[config.mk]
export PLATFORM = sky130hd
export DESIGN_NAME = exec_stall_ctrl_flat
export DESIGN_NICKNAME = d
export VERILOG_FILES = /design/src/rtl/exec_stall_ctrl_pkg.sv /design/src/rtl/exec_stall_ctrl_if.sv /design/src/rtl/exec_stall_ctrl_lat_counter.sv /design/src/rtl/exec_stall_ctrl.sv /design/src/flat_wrapper.sv
export SDC_FILE = /design/constraint.sdc
export NUM_CORES = 1
export LEC_CHECK = 0
export ABC_CLOCK_PERIOD_IN_PS = 3020
export CORE_ASPECT_RATIO = 1.75
export CORE_UTILIZATION = 35
export CTS_CLUSTER_DIAMETER = 30
export DETAILED_ROUTE_END_ITERATION = 16
export GPL_ROUTABILITY_DRIVEN = 0
export PLACE_DENSITY_LB_ADDON = 0.3
export SYNTH_ARGS = -nofsm -noshare
export SYNTH_HDL_FRONTEND = slang
export SYNTH_HIERARCHICAL = 1
export SYNTH_SLANG_ARGS = --single-unit
[constraint.sdc]
create_clock -name CLK -period 3.02 [get_ports CLK]
set_input_delay 0.906 -clock CLK [delete_from_list [all_inputs] [get_ports CLK]]
set_output_delay 0.906 -clock CLK [all_outputs]
set_load 0.01 [all_outputs]
[src/rtl/exec_stall_ctrl_pkg.sv]
// Shared EXEC-core definitions: op classes, sequencer states and the
// opcode/funct values the core decoder uses to pick an op class.
package exec_stall_ctrl_pkg;

  typedef enum logic [2:0] {
    OPC_SINGLE = 3'd0,
    OPC_MEM,
    OPC_FDIV,
    OPC_FSQRT,
    OPC_IN,
    OPC_OUT
  } op_class_t;

  typedef enum logic [1:0] {
    ST_IDLE,
    ST_WAIT_LAT,
    ST_WAIT_RX,
    ST_WAIT_TX
  } exec_state_t;

  localparam logic [6:0] OP_LW          = 7'b0000011;
  localparam logic [6:0] OP_LW_S        = 7'b0000111;
  localparam logic [6:0] OP_FPU         = 7'b1010011;
  localparam logic [6:0] OP_IN          = 7'b0001011;
  localparam logic [6:0] OP_OUT         = 7'b0101011;
  localparam logic [4:0] FPU_FUNCT_DIV  = 5'b00011;
  localparam logic [4:0] FPU_FUNCT_SQRT = 5'b01011;

  // Decoder helper: map an instruction's opcode/funct to its sequencing class
  function automatic op_class_t decode_op_class(input logic [6:0] opcode,
                                                input logic [4:0] funct);
    op_class_t c;
    c = OPC_SINGLE;
    if (opcode == OP_LW || opcode == OP_LW_S) c = OPC_MEM;
    else if (opcode == OP_FPU && funct == FPU_FUNCT_DIV) c = OPC_FDIV;
    else if (opcode == OP_FPU && funct == FPU_FUNCT_SQRT) c = OPC_FSQRT;
    else if (opcode == OP_IN) c = OPC_IN;
    else if (opcode == OP_OUT) c = OPC_OUT;
    return c;
  endfunction

endpackage

[src/rtl/exec_stall_ctrl_if.sv]
// Core <-> stall controller signal bundle. The core is the master.
interface exec_stall_ctrl_if
  import exec_stall_ctrl_pkg::*;
#(
  parameter int unsigned CNT_W = 32
);
  logic             exec;
  logic             flush;
  op_class_t        op_class;
  logic             rx_valid;
  logic             tx_ready;
  logic             advance;
  logic             wb_en;
  logic             tx_start;
  logic             busy;
  logic             err;
  logic [CNT_W-1:0] stall_cycles;

  modport master (
    output exec, flush, op_class, rx_valid, tx_ready,
    input  advance, wb_en, tx_start, busy, err, stall_cycles
  );

  modport slave (
    input  exec, flush, op_class, rx_valid, tx_ready,
    output advance, wb_en, tx_start, busy, err, stall_cycles
  );
endinterface

[src/rtl/exec_stall_ctrl_lat_counter.sv]
// Loadable down-counter with zero flag; stops at zero.
module exec_stall_ctrl_lat_counter #(
  parameter int unsigned W = 2
) (
  input  logic         clk,
  input  logic         rst,
  input  logic         i_clr,
  input  logic         i_load,
  input  logic [W-1:0] i_load_val,
  input  logic         i_dec,
  output logic         o_zero
);
  logic [W-1:0] r_cnt;

  // Clear beats load beats decrement
  always_ff @(posedge clk or posedge rst) begin
    if (rst)                         r_cnt <= '0;
    else if (i_clr)                  r_cnt <= '0;
    else if (i_load)                 r_cnt <= i_load_val;
    else if (i_dec && r_cnt != '0)   r_cnt <= r_cnt - W'(1);
  end

  assign o_zero = (r_cnt == '0);
endmodule

[src/rtl/exec_stall_ctrl.sv]
// Sequences multi-cycle and UART-blocking ops for the single-issue EXEC core:
// decides when the PC may advance and when results commit; counts stalls.
module exec_stall_ctrl
  import exec_stall_ctrl_pkg::*;
#(
  parameter int unsigned MEM_LAT   = 1,
  parameter int unsigned FDIV_LAT  = 3,
  parameter int unsigned FSQRT_LAT = 3,
  parameter int unsigned CNT_W     = 32
) (
  input  logic             CLK,
  input  logic             RST,
  exec_stall_ctrl_if.slave bus
);
  localparam int unsigned MAX_A   = (MEM_LAT > FDIV_LAT) ? MEM_LAT : FDIV_LAT;
  localparam int unsigned MAX_LAT = (MAX_A > FSQRT_LAT) ? MAX_A : FSQRT_LAT;
  localparam int unsigned LAT_W   = (MAX_LAT > 0) ? $clog2(MAX_LAT + 1) : 1;

  exec_state_t      r_state, w_next_state;
  op_class_t        r_cls, w_next_cls;
  logic             r_err;
  logic [CNT_W-1:0] r_stall;

  logic             w_active, w_adv, w_wb, w_tx, w_err_set;
  logic             w_clr, w_load, w_dec, w_zero;
  logic [LAT_W-1:0] w_load_val;
  logic [31:0]      w_lat;

  function automatic logic [31:0] lat_of(input op_class_t c);
    case (c)
      OPC_MEM:   return 32'(MEM_LAT);
      OPC_FDIV:  return 32'(FDIV_LAT);
      OPC_FSQRT: return 32'(FSQRT_LAT);
      default:   return '0;
    endcase
  endfunction

  exec_stall_ctrl_lat_counter #(.W(LAT_W)) u_lat (
    .clk        (CLK),
    .rst        (RST),
    .i_clr      (w_clr),
    .i_load     (w_load),
    .i_load_val (w_load_val),
    .i_dec      (w_dec),
    .o_zero     (w_zero)
  );

  // Next state, counter control and same-cycle completion strobes
  always_comb begin
    w_next_state = r_state;
    w_next_cls   = r_cls;
    w_clr        = 1'b0;
    w_load       = 1'b0;
    w_dec        = 1'b0;
    w_adv        = 1'b0;
    w_wb         = 1'b0;
    w_tx         = 1'b0;
    w_lat        = lat_of(bus.op_class);
    w_load_val   = LAT_W'(w_lat - 32'd1);
    w_active     = bus.exec & ~bus.flush;
    w_err_set    = w_active && (r_state != ST_IDLE) && (bus.op_class != r_cls);

    if (!w_active) begin
      w_next_state = ST_IDLE;
      w_clr        = 1'b1;
    end else begin
      case (r_state)
        ST_IDLE: begin
          w_next_cls = bus.op_class;
          case (bus.op_class)
            OPC_MEM, OPC_FDIV, OPC_FSQRT: begin
              if (w_lat == '0) begin
                w_adv = 1'b1;
                w_wb  = 1'b1;
              end else begin
                w_load       = 1'b1;
                w_next_state = ST_WAIT_LAT;
              end
            end
            OPC_IN: begin
              if (bus.rx_valid) begin
                w_adv = 1'b1;
                w_wb  = 1'b1;
              end else begin
                w_next_state = ST_WAIT_RX;
              end
            end
            OPC_OUT: begin
              if (bus.tx_ready) begin
                w_adv = 1'b1;
                w_tx  = 1'b1;
              end else begin
                w_next_state = ST_WAIT_TX;
              end
            end
            default: begin
              w_adv = 1'b1;
              w_wb  = 1'b1;
            end
          endcase
        end
        ST_WAIT_LAT: begin
          if (w_zero) begin
            w_adv        = 1'b1;
            w_wb         = 1'b1;
            w_next_state = ST_IDLE;
          end else begin
            w_dec = 1'b1;
          end
        end
        ST_WAIT_RX: begin
          if (bus.rx_valid) begin
            w_adv        = 1'b1;
            w_wb         = 1'b1;
            w_next_state = ST_IDLE;
          end
        end
        ST_WAIT_TX: begin
          if (bus.tx_ready) begin
            w_adv        = 1'b1;
            w_tx         = 1'b1;
            w_next_state = ST_IDLE;
          end
        end
        default: w_next_state = ST_IDLE;
      endcase
    end
  end

  // State and latched op class
  always_ff @(posedge CLK or posedge RST) begin
    if (RST) begin
      r_state <= ST_IDLE;
      r_cls   <= OPC_SINGLE;
    end else begin
      r_state <= w_next_state;
      r_cls   <= w_next_cls;
    end
  end

  // Sticky class-change error and saturating stall counter
  always_ff @(posedge CLK or posedge RST) begin
    if (RST) begin
      r_err   <= 1'b0;
      r_stall <= '0;
    end else begin
      if (w_err_set) r_err <= 1'b1;
      if (w_active && !w_adv && r_stall != '1) r_stall <= r_stall + CNT_W'(1);
    end
  end

  assign bus.advance      = w_adv;
  assign bus.wb_en        = w_wb;
  assign bus.tx_start     = w_tx;
  assign bus.busy         = (r_state != ST_IDLE);
  assign bus.err          = r_err;
  assign bus.stall_cycles = r_stall;
endmodule

[src/flat_wrapper.sv]
// flat-port wrapper written by rule: the top's interface ports become plain ports
module exec_stall_ctrl_flat import exec_stall_ctrl_pkg::*;
#(
  parameter int unsigned MEM_LAT   = 1,
  parameter int unsigned FDIV_LAT  = 3,
  parameter int unsigned FSQRT_LAT = 3,
  parameter int unsigned CNT_W     = 32
)
  (CLK, RST, bus_exec, bus_flush, bus_op_class, bus_rx_valid, bus_tx_ready, bus_advance, bus_wb_en, bus_tx_start, bus_busy, bus_err, bus_stall_cycles);
  exec_stall_ctrl_if #(.CNT_W(CNT_W)) bus_i ();
  input  logic CLK;
  input  logic RST;
  input wire logic [$bits(bus_i.exec)-1:0] bus_exec;
  input wire logic [$bits(bus_i.flush)-1:0] bus_flush;
  input wire logic [$bits(bus_i.op_class)-1:0] bus_op_class;
  input wire logic [$bits(bus_i.rx_valid)-1:0] bus_rx_valid;
  input wire logic [$bits(bus_i.tx_ready)-1:0] bus_tx_ready;
  output wire logic [$bits(bus_i.advance)-1:0] bus_advance;
  output wire logic [$bits(bus_i.wb_en)-1:0] bus_wb_en;
  output wire logic [$bits(bus_i.tx_start)-1:0] bus_tx_start;
  output wire logic [$bits(bus_i.busy)-1:0] bus_busy;
  output wire logic [$bits(bus_i.err)-1:0] bus_err;
  output wire logic [$bits(bus_i.stall_cycles)-1:0] bus_stall_cycles;
  assign bus_i.exec = bus_exec;
  assign bus_i.flush = bus_flush;
  assign bus_i.op_class = bus_op_class;
  assign bus_i.rx_valid = bus_rx_valid;
  assign bus_i.tx_ready = bus_tx_ready;
  assign bus_advance = bus_i.advance;
  assign bus_wb_en = bus_i.wb_en;
  assign bus_tx_start = bus_i.tx_start;
  assign bus_busy = bus_i.busy;
  assign bus_err = bus_i.err;
  assign bus_stall_cycles = bus_i.stall_cycles;
  exec_stall_ctrl #(.MEM_LAT(MEM_LAT), .FDIV_LAT(FDIV_LAT), .FSQRT_LAT(FSQRT_LAT), .CNT_W(CNT_W)) u_core (.CLK(CLK), .RST(RST), .bus(bus_i));
endmodule
==> results.yml <==
outcome:
  status: "complete, no violations"
place:
  hpwl_mm: 4.036
  portBuffers: 45
  place_ws_ns: -0.5890
  dp.cells: 364
clock_network:
  insertion_delay_ns: 0.29
  cts_root_buf: "clkbuf_8"
  clk_pin_slew_ns: 0.08
  hold_buffers: 0
  htreeDepth: 2
  cts_buffer_depth: 2
  cts_sinks: 40
  tritoncts: "done"
  cts_buffers: 5
setup_path:
  slowest_stage: "dlygate4sd2_1"
  crit_path_start: "bus_op_class[1]"
  path_cells: "dlygate4sd2_1 > buf_6 > nor2b_2 > nand4_1 > a211oi_2 > clkdlybuf4s15_2"
  r2r-end: "u_core/bus.stall_cycles[20]$_DFFE_PP0P_"
  start_kind: "primary input"
  crit_fanout: 8
  end_kind: "output pin"
  r2r_start: "u_core/r_state[1]$_DFFE_PP0P_"
  arrival_ns: 2.04
  r2r_cells: 10
  crit_type: "in2out"
  max_stage_delay_ns: 0.26
  required_ns: 2.11
  r2r_slack_ns: 0.66
synthesis:
  synthDistinctLibCells: 46
  yosysSeqAreaShare_pct: 43.50
  synthArstFlopShare_pct: 100.0
  synth_edf_count: 0
  synth_warnings: 6
  syn_inst: 229
  synth.net_count: 246
  synth-seq-cells: 40
  syn_area_per_cell_sq_um: 10.05
  ys.flop_type: "dfrtp_1"
  synth_area_sq_um: 2301
run:
  cap_violations: 0
worst_hold_path:
  min-delay-start: "u_core/bus.err$_DFFE_PP0P_"
  hold_depth: 1
  holdPathEnd: "u_core/bus.err$_DFFE_PP0P_"
  hold_class: "reg2reg"
route:
  post_drt_via_cell_ratio: 5.188
  drcViolationCount: 0
  wl_per_cell_um: 14.73
  drt-pass1-iter-count: 4
  vias: 1935
  drtIter0Drc: 52
  ant_nets: 0
  drt-total-wl_mm: 5.495
floorplanning:
  start_util_pct: 36.66
  core_sq_um: 6276
  io_pins: 46
  die_y_um: 109.3
  fp-row-count: 38
  die_w_um: 63.29
  dieArea_sq_um: 6915
grt:
  grt_pass1_wl_mm: 9.239
  antenna_found_initial: 0
  grt_max_degree: 35
  grt_pass1_vias: 1966
  grt_overflow: 0
  grt.total_usage_pct: 17.12
sta:
  rsz0062_at_grt: "false"
  drv_slew: 0
  skew_ns: 0.006516
  max_clock_freq_ghz: 0.3393
  worst_pin_slew_ns: 0.4425
  setup_violations: 0
  fin_ws_ns: 0.07233
  fin_crit_sh_pct: 97.60
  period_minus_slack_ns: 2.948
  finalHoldViolations: 0
  relSlewSlack_pct: 70.50
power_and_ir_drop:
  ir_worst_vdd_uv: 458.5
  leakagePower_nw: 1.292
  switching_share_pct: 25.10
  switchingPower_mw: 0.3544
  pwr-share-seq_pct: 44.1
  pwr-share-clk_pct: 36.3
  comb_power_share_pct: 19.6
  power_density_nw_per_um2: 451.1
  internal_power_mw: 1.058
finish:
  area_growth_pct: 36.05
  nNetsFinal: 310
  drive_above_1_share_pct: 15.36
  diodes: 0
  fin_util_pct: 49.88
  multi_input_area_sq_um: 1224
  stdcell_count: 373
  n_fill_cell: 623
  seqCellArea_sq_um: 1001
-- synth_stat cells (3+ instances only) --
master / count / area share, %
a21oi_1: 4 / 0.87
and2_1: 6 / 1.6
and3_1: 9 / 2.4
buf_2: 4 / 0.87
clkbuf_1: 3 / 0.49
dfrtp_1: 40 / 44
ha_1: 8 / 4.4
inv_1: 15 / 2.4
nand2_1: 11 / 1.8
nand2b_1: 3 / 0.82
nand3_1: 15 / 3.3
nand4_1: 18 / 4.9
nor2_1: 9 / 1.5
nor3_1: 4 / 0.87
o211ai_1: 3 / 0.98
o21ai_1: 5 / 1.1
xnor2_1: 35 / 13
-- registers in the layout, summed over array words and instances, names as in the netlist --
name and count:
u_core/r_state 2, u_core/bus.stall_cycles 32, u_core/u_lat/r_cnt 2, u_core/r_cls 3, u_core/bus.err 1
-- per-stage QoR --
step	power, mW	hold slack (ns)	setup TNS (ns)	cell area (sq um)
floorplan	0.7609	0.4762	0	2301
global placement	0.9010	0.4514	-1.582	2953
detailed placement	0.9051	0.4696	-1.590	2953
CTS	1.418	0.4904	0	3094
global route	1.479	0.5032	0	3131
finish	1.412	0.4891	0	3131
-- power groups by stage --
stage                     Combinational (mW)  Sequential, mW  Clock [mW]
after floorplan                        0.118           0.643           0
after global placement                 0.269           0.632           0
after detailed placement               0.271           0.635           0
after CTS                              0.273           0.624       0.521
after global routing                   0.305           0.629       0.545
final                                  0.277           0.623       0.512
-- kinds of logic after synthesis --
family / Yosys count / share of synthesized area, %
fa+ha+maj: 8 / 4.350
xor+xnor: 35 / 13.32
mux: 4 / 1.849
buf+inv: 24 / 4.785
compound gates: 24 / 7.776
simple gates: 94 / 24.42
flops: 40 / 43.50
-- worst max-delay path: cells and delay by family --
family	cells	cell delay (ns)
AO/OA/AOI/OAI	1	0.20
AND/OR/NAND/NOR	2	0.30
buffers and inverters	3	0.64
-- routing by layer --
metal | share of wire, % | global-route usage, %
met3 | 4.0 | 3.138
met2 | 55 | 31.95
met1 | 40 | 18.97
met5 | 0 | 0
met4 | 1.5 | 6.494
-- placed cells by master, fill, tap and decap left out, types with 9 or more instances in the layout --
| cell | count |
|---|---|
| and3_1 | 9 |
| buf_4 | 18 |
| clkdlybuf4s50_1 | 37 |
| dfrtp_1 | 40 |
| inv_1 | 15 |
| nand2_1 | 11 |
| nand3_1 | 15 |
| nand4_1 | 18 |
| nor2_1 | 9 |
| xnor2_1 | 35 |
-- how the worst max path moves through the flow --
stage | endpoint | cells after the start | slack, ns
3_3_place_gp | bus_wb_en | 6 | -0.57
5_1_grt | bus_tx_start | 6 | 0.003
4_1_cts | bus_wb_en | 6 | 0.03
3_5_place_dp | bus_wb_en | 6 | -0.59
2_1_floorplan | bus_advance | 5 | 0.28
6_report | bus_tx_start | 6 | 0.07
-- what timing repair did --
item	in CTS	in global routing
gates resized for setup	19	7
pin swaps	4	3
buffers inserted	1	1
endpoints found under the setup margin	3	3
-- area by class of cell --
| cell class | instances | share of cell area, % |
|---|---|---|
| Timing Repair Buffer | 66 | 19.82 |
| Clock buffer | 5 | 2.198 |
| Clock inverter | 2 | 1.918 |
| Sequential cell | 40 | 31.97 |
| Inverter | 15 | 1.799 |
| Tap cell | 80 | 3.197 |
| Multi-Input combinational cell | 165 | 39.09 |
Power figures use the tool's default switching activity.
